--- src/rtl/time_seg_pkg.sv ---
// Shared definitions for the MM.SS multiplexed 7-segment display driver.
//   NUM_DIG    number of scanned digits
//   SEG_*      active-high {g,f,e,d,c,b,a} glyph patterns
//   seg_of()   BCD digit -> glyph (anything above 9 yields a dash)
//   dig_idx_t  scan position: 0 sec ones, 1 sec tens, 2 min ones, 3 min tens
package time_seg_pkg;

    localparam int unsigned NUM_DIG = 4;

    localparam logic [6:0] SEG_0    = 7'h3F;
    localparam logic [6:0] SEG_1    = 7'h06;
    localparam logic [6:0] SEG_2    = 7'h5B;
    localparam logic [6:0] SEG_3    = 7'h4F;
    localparam logic [6:0] SEG_4    = 7'h66;
    localparam logic [6:0] SEG_5    = 7'h6D;
    localparam logic [6:0] SEG_6    = 7'h7D;
    localparam logic [6:0] SEG_7    = 7'h07;
    localparam logic [6:0] SEG_8    = 7'h7F;
    localparam logic [6:0] SEG_9    = 7'h6F;
    localparam logic [6:0] SEG_DASH = 7'h40;

    typedef logic [1:0] dig_idx_t;

    function automatic logic [6:0] seg_of(input logic [3:0] bcd);
        logic [6:0] pat;
        case (bcd)
            4'd0:    pat = SEG_0;
            4'd1:    pat = SEG_1;
            4'd2:    pat = SEG_2;
            4'd3:    pat = SEG_3;
            4'd4:    pat = SEG_4;
            4'd5:    pat = SEG_5;
            4'd6:    pat = SEG_6;
            4'd7:    pat = SEG_7;
            4'd8:    pat = SEG_8;
            4'd9:    pat = SEG_9;
            default: pat = SEG_DASH;
        endcase
        return pat;
    endfunction

endpackage

--- src/rtl/bin2bcd_2dig.sv ---
// Combinational 6-bit binary to two BCD digits.
//   value_i    binary value, legal 0..59
//   tens_o     value / 10
//   ones_o     value % 10
//   invalid_o  high when value_i > 59 (tens/ones then meaningless)
module bin2bcd_2dig (
    input  logic [5:0] value_i,
    output logic [3:0] tens_o,
    output logic [3:0] ones_o,
    output logic       invalid_o
);

    logic [3:0] tens;
    logic [3:0] sub_lo;

    always_comb begin
        invalid_o = (value_i > 6'd59);

        if      (value_i >= 6'd50) tens = 4'd5;
        else if (value_i >= 6'd40) tens = 4'd4;
        else if (value_i >= 6'd30) tens = 4'd3;
        else if (value_i >= 6'd20) tens = 4'd2;
        else if (value_i >= 6'd10) tens = 4'd1;
        else                       tens = 4'd0;

        // value - 10*tens always lies in 0..9, so subtracting only the low
        // nibble of 10*tens (mod 16) gives the exact ones digit.
        case (tens)
            4'd0:    sub_lo = 4'h0;  // 0x00
            4'd1:    sub_lo = 4'hA;  // 0x0A
            4'd2:    sub_lo = 4'h4;  // 0x14
            4'd3:    sub_lo = 4'hE;  // 0x1E
            4'd4:    sub_lo = 4'h8;  // 0x28
            default: sub_lo = 4'h2;  // 0x32
        endcase

        tens_o = tens;
        ones_o = value_i[3:0] - sub_lo;
    end

endmodule

--- src/rtl/time_seg_scan.sv ---
// MM.SS driver for a 4-digit multiplexed 7-segment display.
//   InClk      system clock (CLK_HZ)
//   InReset    asynchronous active-low reset
//   InSecond   binary seconds 0..59 (60..63 shown as dashes)
//   InMinute   binary minutes 0..59 (60..63 shown as dashes)
//   OutDigSel  one-hot digit enable: bit0 sec ones .. bit3 min tens
//   OutSeg     {dp,g,f,e,d,c,b,a}
// Inputs are snapshotted once per frame so a frame never mixes two times.
// Each slot starts with BLANK_CYC cycles of all digits off to avoid ghosting.
// Optional macro SEG_COLON_BLINK_EN: digit-2 dp blinks at half-second rate;
// without it the dp is permanently lit.
module time_seg_scan
    import time_seg_pkg::*;
#(
    parameter int unsigned CLK_HZ         = 1_000_000,
    parameter int unsigned DIG_DIV        = 1000,
    parameter int unsigned BLANK_CYC      = 16,
    parameter bit          SEG_ACTIVE_LOW = 1'b1,
    parameter bit          DIG_ACTIVE_LOW = 1'b1
) (
    input  logic               InClk,
    input  logic               InReset,
    input  logic [5:0]         InSecond,
    input  logic [5:0]         InMinute,
    output logic [NUM_DIG-1:0] OutDigSel,
    output logic [7:0]         OutSeg
);

    localparam int unsigned        DIV_W     = (DIG_DIV > 1) ? $clog2(DIG_DIV) : 1;
    localparam logic [DIV_W-1:0]   DIV_LAST  = DIV_W'(DIG_DIV - 1);
    localparam logic [DIV_W-1:0]   BLANK_END = DIV_W'(BLANK_CYC);
    localparam logic [NUM_DIG-1:0] DIG_OFF   = DIG_ACTIVE_LOW ? '1 : '0;
    localparam logic [7:0]         SEG_OFF   = SEG_ACTIVE_LOW ? 8'hFF : 8'h00;

    if (DIG_DIV <= BLANK_CYC || CLK_HZ < 2) begin : g_bad_cfg
        $error("time_seg_scan: need DIG_DIV > BLANK_CYC and CLK_HZ >= 2");
    end

    logic [DIV_W-1:0]   div_q, div_d;
    dig_idx_t           idx_q, idx_d;
    logic               first_q;
    logic [5:0]         sec_q, min_q;
    logic [NUM_DIG-1:0] dig_q, dig_d;
    logic [7:0]         seg_q, seg_d;
    logic               wrap, snap_en, blink;

    logic [3:0] sec_tens, sec_ones, min_tens, min_ones;
    logic       sec_inv, min_inv;

    bin2bcd_2dig u_sec_bcd (
        .value_i   (sec_q),
        .tens_o    (sec_tens),
        .ones_o    (sec_ones),
        .invalid_o (sec_inv)
    );

    bin2bcd_2dig u_min_bcd (
        .value_i   (min_q),
        .tens_o    (min_tens),
        .ones_o    (min_ones),
        .invalid_o (min_inv)
    );

`ifdef SEG_COLON_BLINK_EN
    localparam int unsigned      HALF_SEC = CLK_HZ / 2;
    localparam int unsigned      HS_W     = (HALF_SEC > 1) ? $clog2(HALF_SEC) : 1;
    localparam logic [HS_W-1:0]  HS_LAST  = HS_W'(HALF_SEC - 1);

    logic [HS_W-1:0] half_q;
    logic            blink_q;

    always_ff @(posedge InClk or negedge InReset) begin
        if (!InReset) begin
            half_q  <= '0;
            blink_q <= 1'b1;
        end else if (half_q == HS_LAST) begin
            half_q  <= '0;
            blink_q <= ~blink_q;
        end else begin
            half_q  <= half_q + 1'b1;
        end
    end

    assign blink = blink_q;
`else
    assign blink = 1'b1;
`endif

    always_comb begin
        wrap    = (div_q == DIV_LAST);
        div_d   = wrap ? '0 : div_q + 1'b1;
        idx_d   = wrap ? idx_q + 1'b1 : idx_q;
        // Capture on the first cycle out of reset and at each 3->0 frame wrap.
        snap_en = first_q || (wrap && (idx_q == 2'd3));
    end

    always_comb begin
        logic [6:0]         pat;
        logic [NUM_DIG-1:0] dig_hi;

        unique case (idx_q)
            2'd0: pat = sec_inv ? SEG_DASH : seg_of(sec_ones);
            2'd1: pat = sec_inv ? SEG_DASH : seg_of(sec_tens);
            2'd2: pat = min_inv ? SEG_DASH : seg_of(min_ones);
            2'd3: pat = min_inv ? SEG_DASH : seg_of(min_tens);
        endcase
        seg_d = {(idx_q == 2'd2) && blink, pat};
        if (SEG_ACTIVE_LOW) seg_d = ~seg_d;

        dig_hi = '0;
        if (div_q >= BLANK_END) dig_hi[idx_q] = 1'b1;
        dig_d = DIG_ACTIVE_LOW ? ~dig_hi : dig_hi;
    end

    always_ff @(posedge InClk or negedge InReset) begin
        if (!InReset) begin
            div_q   <= '0;
            idx_q   <= '0;
            first_q <= 1'b1;
            sec_q   <= '0;
            min_q   <= '0;
            dig_q   <= DIG_OFF;
            seg_q   <= SEG_OFF;
        end else begin
            div_q   <= div_d;
            idx_q   <= idx_d;
            first_q <= 1'b0;
            if (snap_en) begin
                sec_q <= InSecond;
                min_q <= InMinute;
            end
            dig_q   <= dig_d;
            seg_q   <= seg_d;
        end
    end

    assign OutDigSel = dig_q;
    assign OutSeg    = seg_q;

endmodule
--- config.mk ---
export PLATFORM = sky130hd
export DESIGN_NAME = time_seg_scan
export DESIGN_NICKNAME = d
export VERILOG_FILES = /design/src/rtl/time_seg_pkg.sv /design/src/rtl/bin2bcd_2dig.sv /design/src/rtl/time_seg_scan.sv
export SDC_FILE = /design/constraint.sdc
export NUM_CORES = 1
export LEC_CHECK = 0
export CAP_MARGIN = 5
export CORE_MARGIN = 2
export CORE_UTILIZATION = 50
export DETAILED_ROUTE_END_ITERATION = 10
export PLACE_DENSITY = 0.75
export SLEW_MARGIN = 20
export SYNTH_ARGS = -nofsm -noshare
export SYNTH_HDL_FRONTEND = slang
export SYNTH_SLANG_ARGS = --single-unit
export TNS_END_PERCENT = 100
--- constraint.sdc ---
create_clock -name InClk -period 4.3 [get_ports InClk]
set_clock_uncertainty 0.1 [all_clocks]
set_input_delay 0.43 -clock InClk [delete_from_list [all_inputs] [get_ports InClk]]
set_output_delay 0.43 -clock InClk [all_outputs]
set_load 0.005 [all_outputs]
==> impl_metrics.json <==
{
  "slowest_stage": "a2111oi_0",
  "seq_area_frac_synth": 0.349,
  "tns_ps": 0,
  "p_per_area_nw_per_um2": 403,
  "ys_warn_count": 0,
  "ys_seq_elements": 37,
  "rr_worst_depth": 16,
  "finalHoldViolCount": 0,
  "grt_start_max_net_pins": 38,
  "wl_per_cell_um": 14.1,
  "final_cell_mix": "ha_1, nand2_1, dfrtp_1, clkdlybuf4s50_1, inv_1",
  "grt_pass1_wl_um": 9550,
  "dp_hpwl_um": 3940,
  "cts_setup_buffers": 0,
  "period_needed_ps": 3820,
  "cts-root-buf": "clkbuf_8",
  "rr_startpoint": "sec_q[2]",
  "gp_congestion": 0.891,
  "worstMarginPinSlew_ps": 830,
  "holdBufCountCts": 0,
  "async_reset_ff_frac": 1.00,
  "nFillCells": 434,
  "portBuffers": 25,
  "syn_inst": 291,
  "antenna_found_initial": 0,
  "drive_gt1_frac": 0.121,
  "final_common_cell": "ha_1",
  "routed-via-count": 2158,
  "end_kind": "flop",
  "synth_edf_count": 0,
  "min_path_type": "input pin to asynchronous set/reset pin",
  "rsz0062_at_grt": "false",
  "setup_viol": 0,
  "clkSlewWorstSetupHoldPaths_ps": 80,
  "area_growth_pct": 15.9,
  "routed_wl_um": 5400,
  "viasPerCell": 5.62,
  "drv_slew": 0,
  "synth_fp_nets": 338,
  "post-route-period-util": 0.888,
  "dieArea_um2": 6000,
  "leakage_nw": 1.36,
  "r2r-end": "OutSeg[0]",
  "grt_pass1_vias": 2023,
  "crit_chain": "nand2b_1, nand2_1, a21oi_1, o31a_1, ha_1, nor2_1, o21ai_0, ha_1, inv_1, fa_1, o21a_1, nor2_1, o221ai_1, a21boi_1, a2111oi_0, o32ai_1",
  "irDropWorstVdd_mv": 0.264,
  "critical_path.max_fanout": 9,
  "die-width_um": 77.5,
  "drt_iter0_drc": 171,
  "critPathRequiredTime_ps": 4400,
  "drc": 0,
  "status": "completed",
  "start_kind": "flop",
  "cts_buffer_depth": 2,
  "synth.cell_area_um2": 2700,
  "die_h_um": 77.5,
  "antenna_cells": 0,
  "grt_overflow": 0,
  "crit_arrival_ps": 3920,
  "grt_use_total": 0.199,
  "cts_buffers": 5,
  "clk_latency_ps": 290,
  "crit_buf_inv": 1,
  "ios": 26,
  "utilization": 0.604,
  "drt_first_pass_iters": 4,
  "worst-setup-path-type": "flop to flop",
  "relSlewSlack": 0.446,
  "final_antenna_net_count": 0,
  "avgSynthCellArea_um2": 9.27,
  "drv_cap": 0,
  "critical_path.top_delay_family": "compound AO/OA/AOI/OAI gates",
  "htree_levels": 2,
  "clock_sinks": 37,
  "timing.reg2reg.setup_slack_ps": 480,
  "final_nets": 360,
  "rows": 26,
  "cts_tree": "done",
  "cpPeakStageDelay_ps": 570,
  "core_area_um2": 5170,
  "max_freq_mhz": 262,
  "initial_core_util": 0.522,
  "synth_cell_types": 60,
  "ys.flop_type": "dfrtp_1",
  "ctsResizeCount": 0
}
-- synthesized netlist by cell type (all sizes together), types with 4 or more instances --
cell type,count,area (µm²)
and3,5,31.3
nor2b,8,57.6
nand2,30,113
nand3,5,25.0
mux2,13,146
nand2b,6,37.5
o22ai,5,31.3
o21ai,19,95.1
nor3,7,40.0
a31oi,4,25.0
xor2,6,60.1
nor2,18,67.6
ha,31,388
clkbuf,9,33.8
inv,23,86.3
dfstp,13,342
dfrtp,24,601
a21oi,9,45.0
-- per-layer routing --
layer  GRT usage  part of all wire  vias up
met2       0.313              0.45       58
li1            -                 -     1067
met5           0                 0        -
met3      0.0384             0.046        5
met4      0.0536            0.0095        0
met1       0.281              0.49     1028
-- cell families (layout without fill, tap and decap cells) --
kind of cell | count (synthesis) | in the layout | synth area share
multiplexers | 15 | 15 | 0.0617
AND/OR/NAND/NOR | 93 | 93 | 0.175
adder cells (fa/ha/maj) | 33 | 33 | 0.159
XOR/XNOR | 8 | 8 | 0.0287
buffers and inverters | 34 | 57 | 0.0505
AO/OA/AOI/OAI | 70 | 70 | 0.175
other | 1 | 1 | 0.00139
flip-flops | 37 | 37 | 0.349
-- worst max path at each step --
stage              from         to  cells after the start
2_1_floorplan  sec_q[3]  OutSeg[3]                     16
3_3_place_gp   sec_q[3]  OutSeg[0]                     15
4_1_cts        sec_q[2]  OutSeg[0]                     16
6_report       sec_q[2]  OutSeg[0]                     16
3_5_place_dp   sec_q[2]  OutSeg[0]                     16
5_1_grt        sec_q[2]  OutSeg[0]                     16
-- state kept, by name, summed over array words and instances (netlist names) --
| name | cells |
|---|---|
| OutDigSel | 4 |
| OutSeg | 8 |
| div_q | 10 |
| first_q | 1 |
| idx_q | 2 |
| min_q | 6 |
| sec_q | 6 |
-- power by group --
group | total [mW] | switching [mW] | internal, mW | leakage, nW
combinational | 0.442 | 0.232 | 0.211 | 0.859
sequential | 0.451 | 0.0389 | 0.413 | 0.430
clock | 0.368 | 0.134 | 0.234 | 0.0687
total | 1.26 | 0.405 | 0.857 | 1.36
-- layout make-up --
class	instances	area (µm²)	area share
flip-flops and latches	37	942	0.301
clock inverters	3	68.8	0.0220
multi-input cells	220	1620	0.518
well taps	70	87.6	0.0280
clock buffers	5	68.8	0.0220
inverters	23	86.3	0.0276
repair buffers	26	253	0.0808
-- per-stage QoR --
step                      power, mW  area (µm²)  instances  setup slack [ps]  hold slack, ps
final                          1.26        3130        384               481             119
after global routing           1.35        3130        384               141             187
after CTS                      1.27        3130        384               486             152
after detailed placement      0.891        2990        376               529             402
after global placement        0.887        2990        376               691             397
after floorplan               0.742        2700        291               916            34.4
Note: power is estimated with default switching activity, not from simulation.
